## config.mk

```make
export PLATFORM = sky130hd
export DESIGN_NAME = bouncing_box_renderer
export DESIGN_NICKNAME = d
export VERILOG_FILES = /design/src/rtl/bouncing_box_renderer_pkg.sv /design/src/rtl/bouncing_box_renderer_box_motion_axis.sv /design/src/rtl/bouncing_box_renderer.sv
export SDC_FILE = /design/constraint.sdc
export NUM_CORES = 1
export LEC_CHECK = 0
export BUFFER_PORTS_ARGS = -buffer_cell sky130_fd_sc_hd__buf_2
export CAP_MARGIN = 20
export CORE_AREA = 2 2 85 87
export CTS_CLUSTER_SIZE = 40
export DETAILED_ROUTE_END_ITERATION = 16
export DIE_AREA = 0 0 87 89
export GPL_TIMING_DRIVEN = 1
export PLACE_DENSITY = 0.67
export SLEW_MARGIN = 40
export SYNTH_ARGS = -nofsm -noshare
export SYNTH_HDL_FRONTEND = slang
export SYNTH_SLANG_ARGS = --single-unit
```

## constraint.sdc

```tcl
create_clock -name pixel_clk -period 3.2 [get_ports pixel_clk]
set_input_delay 0.32 -clock pixel_clk [delete_from_list [all_inputs] [get_ports pixel_clk]]
set_output_delay 0.32 -clock pixel_clk [all_outputs]
set_load 0.05 [all_outputs]
```

## src/rtl/bouncing_box_renderer_pkg.sv

```systemverilog
// Shared VGA pixel-stage definitions: default active area, box colours and the
// colour-state encoding used by the bouncing box renderer.
package vga_pkg;

  localparam int unsigned H_ACTIVE_DEF = 1920;
  localparam int unsigned V_ACTIVE_DEF = 1080;

  localparam logic [23:0] RED_RGB   = 24'hFF0000;
  localparam logic [23:0] GREEN_RGB = 24'h00FF00;
  localparam logic [23:0] BLUE_RGB  = 24'h0000FF;

  typedef enum logic [1:0] {
    COL_RED   = 2'd0,
    COL_GREEN = 2'd1,
    COL_BLUE  = 2'd2
  } colour_t;

  function automatic colour_t next_colour(input colour_t c);
    case (c)
      COL_RED:   next_colour = COL_GREEN;
      COL_GREEN: next_colour = COL_BLUE;
      COL_BLUE:  next_colour = COL_RED;
      default:   next_colour = COL_RED;
    endcase
  endfunction

  function automatic logic [23:0] colour_rgb(input colour_t c);
    case (c)
      COL_RED:   colour_rgb = RED_RGB;
      COL_GREEN: colour_rgb = GREEN_RGB;
      COL_BLUE:  colour_rgb = BLUE_RGB;
      default:   colour_rgb = RED_RGB;
    endcase
  endfunction

endpackage

```

## src/rtl/bouncing_box_renderer_box_motion_axis.sv

```systemverilog
// One axis of box motion: moves pos by STEP per tick between 0 and LIM,
// reversing direction (and flagging a bounce) when a limit is reached or crossed.
module box_motion_axis #(
  parameter int LIM  = 1856,
  parameter int STEP = 4
) (
  input  logic        pixel_clk,
  input  logic        reset_n,
  input  logic        tick,
  output logic [10:0] pos,
  output logic        bounce
);

  localparam logic [11:0] LIM12  = 12'(LIM);
  localparam logic [11:0] STEP12 = 12'(STEP);
  localparam logic [10:0] LIM11  = 11'(LIM);
  localparam logic [10:0] STEP11 = 11'(STEP);

  logic        dir_neg;
  logic        nxt_dir_neg;
  logic        hit;
  logic [11:0] pos_ext;
  logic [11:0] sum;
  logic [10:0] nxt_pos;

  // Next position/direction; limits are inclusive so landing on 0 or LIM bounces
  always_comb begin
    pos_ext     = {1'b0, pos};
    sum         = pos_ext + STEP12;
    nxt_pos     = pos;
    nxt_dir_neg = dir_neg;
    hit         = 1'b0;
    if (!dir_neg) begin
      if (sum >= LIM12) begin
        nxt_pos     = LIM11;
        nxt_dir_neg = 1'b1;
        hit         = 1'b1;
      end else begin
        nxt_pos = sum[10:0];
      end
    end else begin
      if (pos_ext <= STEP12) begin
        nxt_pos     = 11'd0;
        nxt_dir_neg = 1'b0;
        hit         = 1'b1;
      end else begin
        nxt_pos = pos - STEP11;
      end
    end
    bounce = tick & hit;
  end

  // Position and direction only change on the frame tick
  always_ff @(posedge pixel_clk) begin
    if (!reset_n) begin
      pos     <= 11'd0;
      dir_neg <= 1'b0;
    end else if (tick) begin
      pos     <= nxt_pos;
      dir_neg <= nxt_dir_neg;
    end
  end

endmodule

```

## src/rtl/bouncing_box_renderer.sv

```systemverilog
// Pixel-stage image source: a solid box bouncing over a flat background, advanced
// once per frame on the active v_sync edge; RGB and syncs leave with one cycle latency.
module bouncing_box_renderer
  import vga_pkg::*;
#(
  parameter int          H_ACTIVE = H_ACTIVE_DEF,
  parameter int          V_ACTIVE = V_ACTIVE_DEF,
  parameter int          BOX_SIZE = 64,
  parameter int          STEP     = 4,
  parameter logic        SYNC_POL = 1'b0,
  parameter logic [23:0] BG_RGB   = 24'h101040
) (
  input  logic        pixel_clk,
  input  logic        reset_n,
  input  logic        disp_ena,
  input  logic [10:0] row,
  input  logic [10:0] column,
  input  logic        h_sync_in,
  input  logic        v_sync_in,
  output logic [7:0]  red,
  output logic [7:0]  green,
  output logic [7:0]  blue,
  output logic        h_sync,
  output logic        v_sync,
  output logic        disp_ena_out
);

  localparam logic [11:0] BOX12 = 12'(BOX_SIZE);

  logic        v_sync_q;
  logic        tick;
  logic        bounce_x;
  logic        bounce_y;
  logic [10:0] box_x;
  logic [10:0] box_y;
  colour_t     colour;
  logic        in_box;
  logic [23:0] pix_rgb;

  assign tick = (v_sync_in == SYNC_POL) && (v_sync_q != SYNC_POL);

  box_motion_axis #(.LIM(H_ACTIVE - BOX_SIZE), .STEP(STEP)) u_axis_x (
    .pixel_clk (pixel_clk),
    .reset_n   (reset_n),
    .tick      (tick),
    .pos       (box_x),
    .bounce    (bounce_x)
  );

  box_motion_axis #(.LIM(V_ACTIVE - BOX_SIZE), .STEP(STEP)) u_axis_y (
    .pixel_clk (pixel_clk),
    .reset_n   (reset_n),
    .tick      (tick),
    .pos       (box_y),
    .bounce    (bounce_y)
  );

  // Colour advances one state per bouncing tick, even on a corner hit
  always_ff @(posedge pixel_clk) begin
    if (!reset_n) begin
      colour <= COL_RED;
    end else if (tick && (bounce_x || bounce_y)) begin
      colour <= next_colour(colour);
    end
  end

  // Box hit test in 12 bits so box_pos + BOX_SIZE cannot wrap
  always_comb begin
    in_box = ({1'b0, column} >= {1'b0, box_x}) && ({1'b0, column} < ({1'b0, box_x} + BOX12)) &&
             ({1'b0, row}    >= {1'b0, box_y}) && ({1'b0, row}    < ({1'b0, box_y} + BOX12));
    if (!disp_ena) begin
      pix_rgb = 24'h000000;
    end else if (in_box) begin
      pix_rgb = colour_rgb(colour);
    end else begin
      pix_rgb = BG_RGB;
    end
  end

  // Output register stage; syncs share it so they stay aligned with RGB
  always_ff @(posedge pixel_clk) begin
    if (!reset_n) begin
      red          <= 8'h00;
      green        <= 8'h00;
      blue         <= 8'h00;
      h_sync       <= ~SYNC_POL;
      v_sync       <= ~SYNC_POL;
      disp_ena_out <= 1'b0;
      v_sync_q     <= ~SYNC_POL;
    end else begin
      red          <= pix_rgb[23:16];
      green        <= pix_rgb[15:8];
      blue         <= pix_rgb[7:0];
      h_sync       <= h_sync_in;
      v_sync       <= v_sync_in;
      disp_ena_out <= disp_ena;
      v_sync_q     <= v_sync_in;
    end
  end

endmodule

```

**Yosys cells after proc, flatten, opt, wreduce, memory -nomap -nowiden**

Cells that the tools add are included.

- Logic and storage cells: 61
- Bits in registers: 53
- Output and inout port bits: 27
- Bits of input ports: 27

- Mux-type cells: 19
- Reduce and logical (&&, ||, !) cells: 9
- $add $sub $neg: 6
- $lt $le $gt $ge: 8
- Bitwise logic cells: 3
- Eq/ne operators: 2

Operators with widths:

| kind | number |
|---|---|
| $mux W11 | 6 |
| $pmux W24 S2 | 1 |
| $add A11 B3 Y12 const B | 2 |
| $add A11 B7 Y12 const B | 2 |
| $lt A11 B12 Y1 | 2 |
| $ge A11 B11 Y1 | 2 |
| $le A11 B3 Y1 const B | 2 |
| $sub A11 B3 Y11 const B | 2 |
| $mux W21 | 1 |
| $ge A12 B10 Y1 const B | 1 |
| $ge A12 B11 Y1 const B | 1 |
| $mux W1 | 10 |
| $logic_and A1 B1 Y1 | 5 |
| $pmux W2 S2 | 1 |
| $reduce_and A3 Y1 | 1 |
| $and A1 B1 Y1 | 2 |
| $eq A2 B1 Y1 const B | 1 |
| $eq A2 B2 Y1 const B | 1 |
| $logic_not A2 Y1 | 1 |
| $reduce_and A2 Y1 | 1 |
| $logic_or A1 B1 Y1 | 1 |
| $not A1 Y1 | 1 |

**Longest topological paths before layout**

- Depth in word-level cells: 7
- Mapped depth: 11
- Mapped depth without buffers: 10

**Hierarchy**

A second synthesis with hierarchy kept.

- Cells, all modules: 473
- Area total of the unflattened synthesis: 3703.6 µm²

Modules (own cells, without submodules):

| module | cells each | area each (µm²) | times used | seq. area each (µm²) |
|---|---|---|---|---|
| bouncing_box_renderer | 185 | 1514.0 | 1 | 220.2 |
| box_motion_axis (u_axis_x) | 139 | 1116.1 | 1 | 200.2 |
| box_motion_axis (u_axis_y) | 149 | 1073.5 | 1 | 200.2 |

**Worst setup path before layout**

Ideal clock, no wire load.

- Kind: flip-flop to flip-flop
- Start: reg u_axis_y.pos[6]
- End: reg red[6]
- Path slack: 0.993 ns
- Cell stages (with the launch flop): 9
- Required time: 3.104 ns
- Period minus slack after synthesis: 2.207 ns
- Arrival time: 2.111 ns
- Buffers on the path: 0
- Library setup time: 0.096 ns
- Cell sequence: dfxtp_1 -> ha_1 -> xnor2_1 -> ha_1 -> a21o_1 -> a211oi_1 -> a21oi_1 -> a221oi_1 -> nor4b_1

- Longest elaborated chain between the ends: 4
- Elaborated cells on any way between the ends: 6
- Classes of those cells: add/sub: 1; order compare: 2; reduce/logical: 3

RTL lines:

| element | RTL line | RTL |
|---|---|---|
| from (decl) | bouncing_box_renderer_box_motion_axis.sv:10 | `output logic [10:0] pos,` |
| from (signal assigned) | bouncing_box_renderer_box_motion_axis.sv:59 | `pos <= nxt_pos;` |
| $add A11 B7 Y12 or $ge A11 B11 Y1 (tied branches) | bouncing_box_renderer.sv:70 | `({1'b0, row} >= {1'b0, box_y}) && ({1'b0, row} < ({1'b0, box_y} + BOX12));` |
| $lt A11 B12 Y1 or $logic_and A1 B1 Y1 (tied branches) | bouncing_box_renderer.sv:70, bouncing_box_renderer.sv:69 |  |
| $logic_and A1 B1 Y1 * | bouncing_box_renderer.sv:70 |  |
| $reduce_and A3 Y1 (no line) * | -- |  |
| to (signal assigned) | bouncing_box_renderer.sv:91 | `red <= pix_rgb[23:16];` |
| to (decl) | bouncing_box_renderer.sv:20 | `output logic [7:0] red,` |

Mark *: on every way between the ends. The rest lies on a longest branch, timed or not.
A chain may end at the register's enable or synchronous reset.

**Worst setup path after layout**

- Start: reg u_axis_y.pos[4]
- End: reg red[6]

Same word-level chain as after synthesis.

==> flow_results.org <==
** Global route
- Antenna violations before repair :: 0
- Entering global routing, the biggest net connects 28 pins.
- The global routing stage identified its most utilized layer as met2.
- Met2 layer usage reported by global route :: 29.2%
- The via count of the first global-routing pass is 2367.
- Wire length of the first global-routing pass :: 10.9 mm
- After global routing the overflow that remains totals 0.
- For this run, global-route usage on met1 was measured as a little under a quarter.
- Global routing met3 resource utilization :: 2.77%
- Global-route usage over all layers :: between 10% and 20%

** Clocking
- Maximum buffer depth of the clock tree :: 2
- TritonCTS built the clock tree.
- Maximum level of the CTS H-tree :: 2
- CTS clk-pin slew, worst paths :: 0.07 ns
- The number of clock buffers added by TritonCTS is 5.
- The clock drives 31 sinks.
- The root buffer cell chosen for the clock tree is sky130_fd_sc_hd__clkbuf_8.
- Clock latency on the worst-skew pair :: 0.28 ns
- Buffers inserted to repair hold after CTS numbered 0.
- Post-CTS repair changed the size of 0 cells.
- In this run the post-CTS setup repair buffer count came out at 0.

** Power and ir drop
- Total leakage power :: between 1 and 1.5 nW
- Total power after layout :: 1.11 mW
- For this design the ratio of total power to cell area is 340 nW/µm².
- Highest ir drop seen on vdd :: 0.214 mV

** STA
- Setup repair after global routing missed its margin :: false
- Hold WS :: 0.217 ns
- Final setup TNS :: 0 ns
- Worst path setup slack after routing :: about 0.75 ns
- Transition time of the tightest slew-check pin :: 0.621 ns
- Pins Over Slew Limit :: 0
- Worst slew slack as a fraction of its limit :: 58.6%
- Final period util :: 76.6%
- For this run, the top clock speed supported by timing is 408 MHz.
- The hold violation total from the final report came to 0.
- Final worst clock skew :: 0.00979 ns
- Shortest clock period the worst path allows after layout :: 2.45 ns
- Count of final setup violators :: 0

** Synth
- Dominant combinational cell family by area after synthesis :: compound AO/OA/AOI/OAI gates
- Fraction of post-synthesis cell area in the top cell type by area :: 20.8%
- Sequential cells were found to cover 20.8% of the synthesized design area.
- After Yosys synthesis, and, or, nand and nor cells account for 19.4% of the synthesized area.
- Commonest register cell after synthesis :: sky130_fd_sc_hd__dfxtp_1
- Summing every instance area after synthesis gives 2990 µm².
- Xor and xnor fraction of the mapped netlist area :: between 3 and 4%
- The synthesized netlist contains 54 unique library cells.
- By area the synthesized netlist is led by sky130_fd_sc_hd__dfxtp_1, sky130_fd_sc_hd__ha_1, sky130_fd_sc_hd__buf_4.
- Number of enable flip-flop cells after synthesis :: 0
- The synthesized netlist devotes 17.6% of its cell area to adder and majority cells.
- Synth Area in Compound Gates :: 25.7%
- Number of cells produced by synthesis :: 384
- Post-synth top area cell :: sky130_fd_sc_hd__dfxtp_1
- Avg Inst Size Synth :: 7.78 µm²
- Share of async-settable or async-resettable flops after synthesis :: 0%
- When the netlist entered floorplanning its net count stood at about 450.
- Number of storage elements in the synthesis netlist :: 31
- Post-synthesis mux area share :: 1.76%
- During synthesis, Yosys emitted a total of 0 warnings.

** Hold path
- Path type of the worst min-delay path :: primary input to flip-flop

** Layout
- The area growth from synthesis to layout is 8.80%.
- Leaving out filler cells and counting taps, the final layout contains between 400 and 500.
- Number of fillers in the final layout :: between 600 and 700
- Layout cells sized above 1 :: 17.9%
- Ant diodes :: 0
- Fin nets :: 475
- Fraction of the core area covered by cells at the end of the flow :: 48.4%
- Total non-filler cell area in the finished layout :: 3250 µm²

** Routing
- Antenna-violating nets left :: 0
- Routed wire length :: 6.58 mm
- Number of DRC markers in iteration 0 :: 113
- Wire length per cell after detailed routing :: 13.5 µm
- Remaining routing DRC violations :: 0
- Before antenna repair, the detailed router went through 4 iterations.
- Detailed routing inserted a total of roughly 2700 vias.
- Using the TritonRoute via totals, the vias-per-cell ratio works out to 5.54.

** Floorplanning
- For this configuration, the core starts out at a cell density of between 40% and 50%.
- The die covers 7740 µm².
- In this run the standard cell core region covers 6720 µm².
- After floorplanning, the core was divided into 30 placement rows.
- IO Count :: 54
- Measured along the x axis, the die boundary spans 87 µm.
- Die Ht :: 89 µm

** Place
- Timing analysis after detailed placement gives a worst setup slack of 0.782 ns.
- Final weighted congestion of routability-driven global placement :: 0.877
- Placed cell area :: between 3000 and 4000 µm²
- Once placement completed, the tool counted placed cells totaling 479.
- Detailed placement finished with a half-perimeter wire length of 5.06 mm.
- Number of buffer cells added on primary ports :: 49

** Critical path
- Data on the critical path arrives at its endpoint at 2.63 ns.
- The number of buffers and inverters on the critical path is 2.
- Longest individual stage delay on the worst path :: 0.57 ns
- STA puts the critical path data required time at between 3 and 4 ns.
- The slowest stage of the critical path is the sky130_fd_sc_hd__dfxtp_1 cell.
- Family with the most delay on the worst path :: compound AO/OA/AOI/OAI gates
- Largest fanout on the critical path :: 12
- Element type at the critical path end :: flip-flop
- Cell chain of the critical path :: inv_1, ha_1, o21a_1, o2bb2ai_1, nor2_1, o2111ai_1, a21oi_1, a221oi_1, buf_4, nor4b_1
- Startpoint type of the worst setup path :: flip-flop
- Type of the worst setup path :: flip-flop to flip-flop

** Job
- Across the run, the number of max-cap violations was 0.

** Run status
- Status :: finished clean
==> cells in the mapped netlist (4+ instances only) <==
library cell / n
sky130_fd_sc_hd__dfxtp_1: 31
sky130_fd_sc_hd__inv_1: 28
sky130_fd_sc_hd__buf_2: 6
sky130_fd_sc_hd__nand3_1: 10
sky130_fd_sc_hd__o32ai_1: 4
sky130_fd_sc_hd__buf_4: 21
sky130_fd_sc_hd__and3_1: 4
sky130_fd_sc_hd__nand2_1: 29
sky130_fd_sc_hd__nand4_1: 6
sky130_fd_sc_hd__nor2b_1: 8
sky130_fd_sc_hd__a21oi_1: 31
sky130_fd_sc_hd__nor2_1: 27
sky130_fd_sc_hd__ha_1: 42
sky130_fd_sc_hd__nand2b_1: 6
sky130_fd_sc_hd__nor3_1: 8
sky130_fd_sc_hd__a21o_1: 6
sky130_fd_sc_hd__xnor2_1: 11
sky130_fd_sc_hd__and2_1: 4
sky130_fd_sc_hd__o21ai_0: 25
sky130_fd_sc_hd__o221ai_1: 4
sky130_fd_sc_hd__o21ai_1: 4
sky130_fd_sc_hd__clkbuf_1: 10
==> kinds of logic after synthesis <==
kind of cell             count (synthesis)
flip-flops                              31
AND/OR/NAND/NOR                        116
buffers and inverters                   66
AO/OA/AOI/OAI                          112
multiplexers                             5
XOR/XNOR                                12
adder cells (fa/ha/maj)                 42
==> power by group <==
group	leakage [nW]	switching (mW)	internal, mW
Combinational	1.07	0.158	0.112
Clock	0.0612	0.149	0.252
Sequential	0.254	0.0336	0.403
Total	1.38	0.340	0.767
==> worst register-to-register path, stage by stage, from the launching register on <==
cell and delay (ns):
sky130_fd_sc_hd__dfxtp_1 0.57, sky130_fd_sc_hd__inv_1 0.09, sky130_fd_sc_hd__ha_1 0.28, sky130_fd_sc_hd__o21a_1 0.17, sky130_fd_sc_hd__o2bb2ai_1 0.24, sky130_fd_sc_hd__nor2_1 0.07, sky130_fd_sc_hd__o2111ai_1 0.18, sky130_fd_sc_hd__a21oi_1 0.11
sky130_fd_sc_hd__a221oi_1 0.22, sky130_fd_sc_hd__buf_4 0.20, sky130_fd_sc_hd__nor4b_1 0.22
==> layout make-up <==
type | instances | area, µm² | area share [%]
Clock buffer | 6 | 82.6 | 2.54
Clock inverter | 2 | 35.0 | 1.08
Inverter | 28 | 105 | 3.23
Multi-Input combinational cell | 287 | 2030 | 62.5
Sequential cell | 31 | 621 | 19.1
Tap cell | 80 | 100 | 3.08
Timing Repair Buffer | 53 | 275 | 8.47
==> worst paths after layout <==
kind	startpoint	end	slack, ns	cells past startpoint
worst min-delay path	h_sync_in	h_sync$_SDFF_PN1_	0.22	2
worst min register to register	colour[1]$_SDFFE_PN0P_	colour[1]$_SDFFE_PN0P_	0.48	2
worst max-delay path	u_axis_y.pos[4]$_SDFFE_PN0P_	red[6]$_SDFF_PN0_	0.75	10
worst max register to register	u_axis_y.pos[4]$_SDFFE_PN0P_	red[6]$_SDFF_PN0_	0.75	10
==> cells in the final DEF, fill, tap and decap left out, drive strengths merged, types with 3 or more instances in the layout <==
cell	netlist	routed
o22ai	3	3
clkbuf	11	6
nand4	6	6
dfxtp	31	31
o21ai	29	29
nor2	28	28
nand2b	6	6
and3	4	4
xnor2	11	11
nor2b	8	8
a22oi	3	3
or3	3	3
a21oi	33	33
and4	3	3
ha	42	42
a211oi	3	3
buf	27	53
nand3	10	10
a21o	6	6
mux2i	3	3
and2	4	4
a21boi	3	3
o32ai	4	4
nor3	9	9
o31ai	3	3
inv	28	28
o221ai	4	4
o2111ai	3	3
a31oi	3	3
a221oi	3	3
nand2	29	29
==> sequential cells by signal, indices dropped and copies added, names as in the netlist <==
name / count
u_axis_x.pos: 9
u_axis_y.pos: 9
blue: 2
colour: 2
green: 2
red: 2
disp_ena_out: 1
h_sync: 1
u_axis_x.dir_neg: 1
u_axis_y.dir_neg: 1
v_sync_q: 1
==> per-layer routing <==
layer	vias to the layer above	routed length, µm
met5	-	0
met2	39	3220
li1	1409	-
met1	1239	3080
met4	0	109
met3	9	172
(Power assumes the default switching activity.)
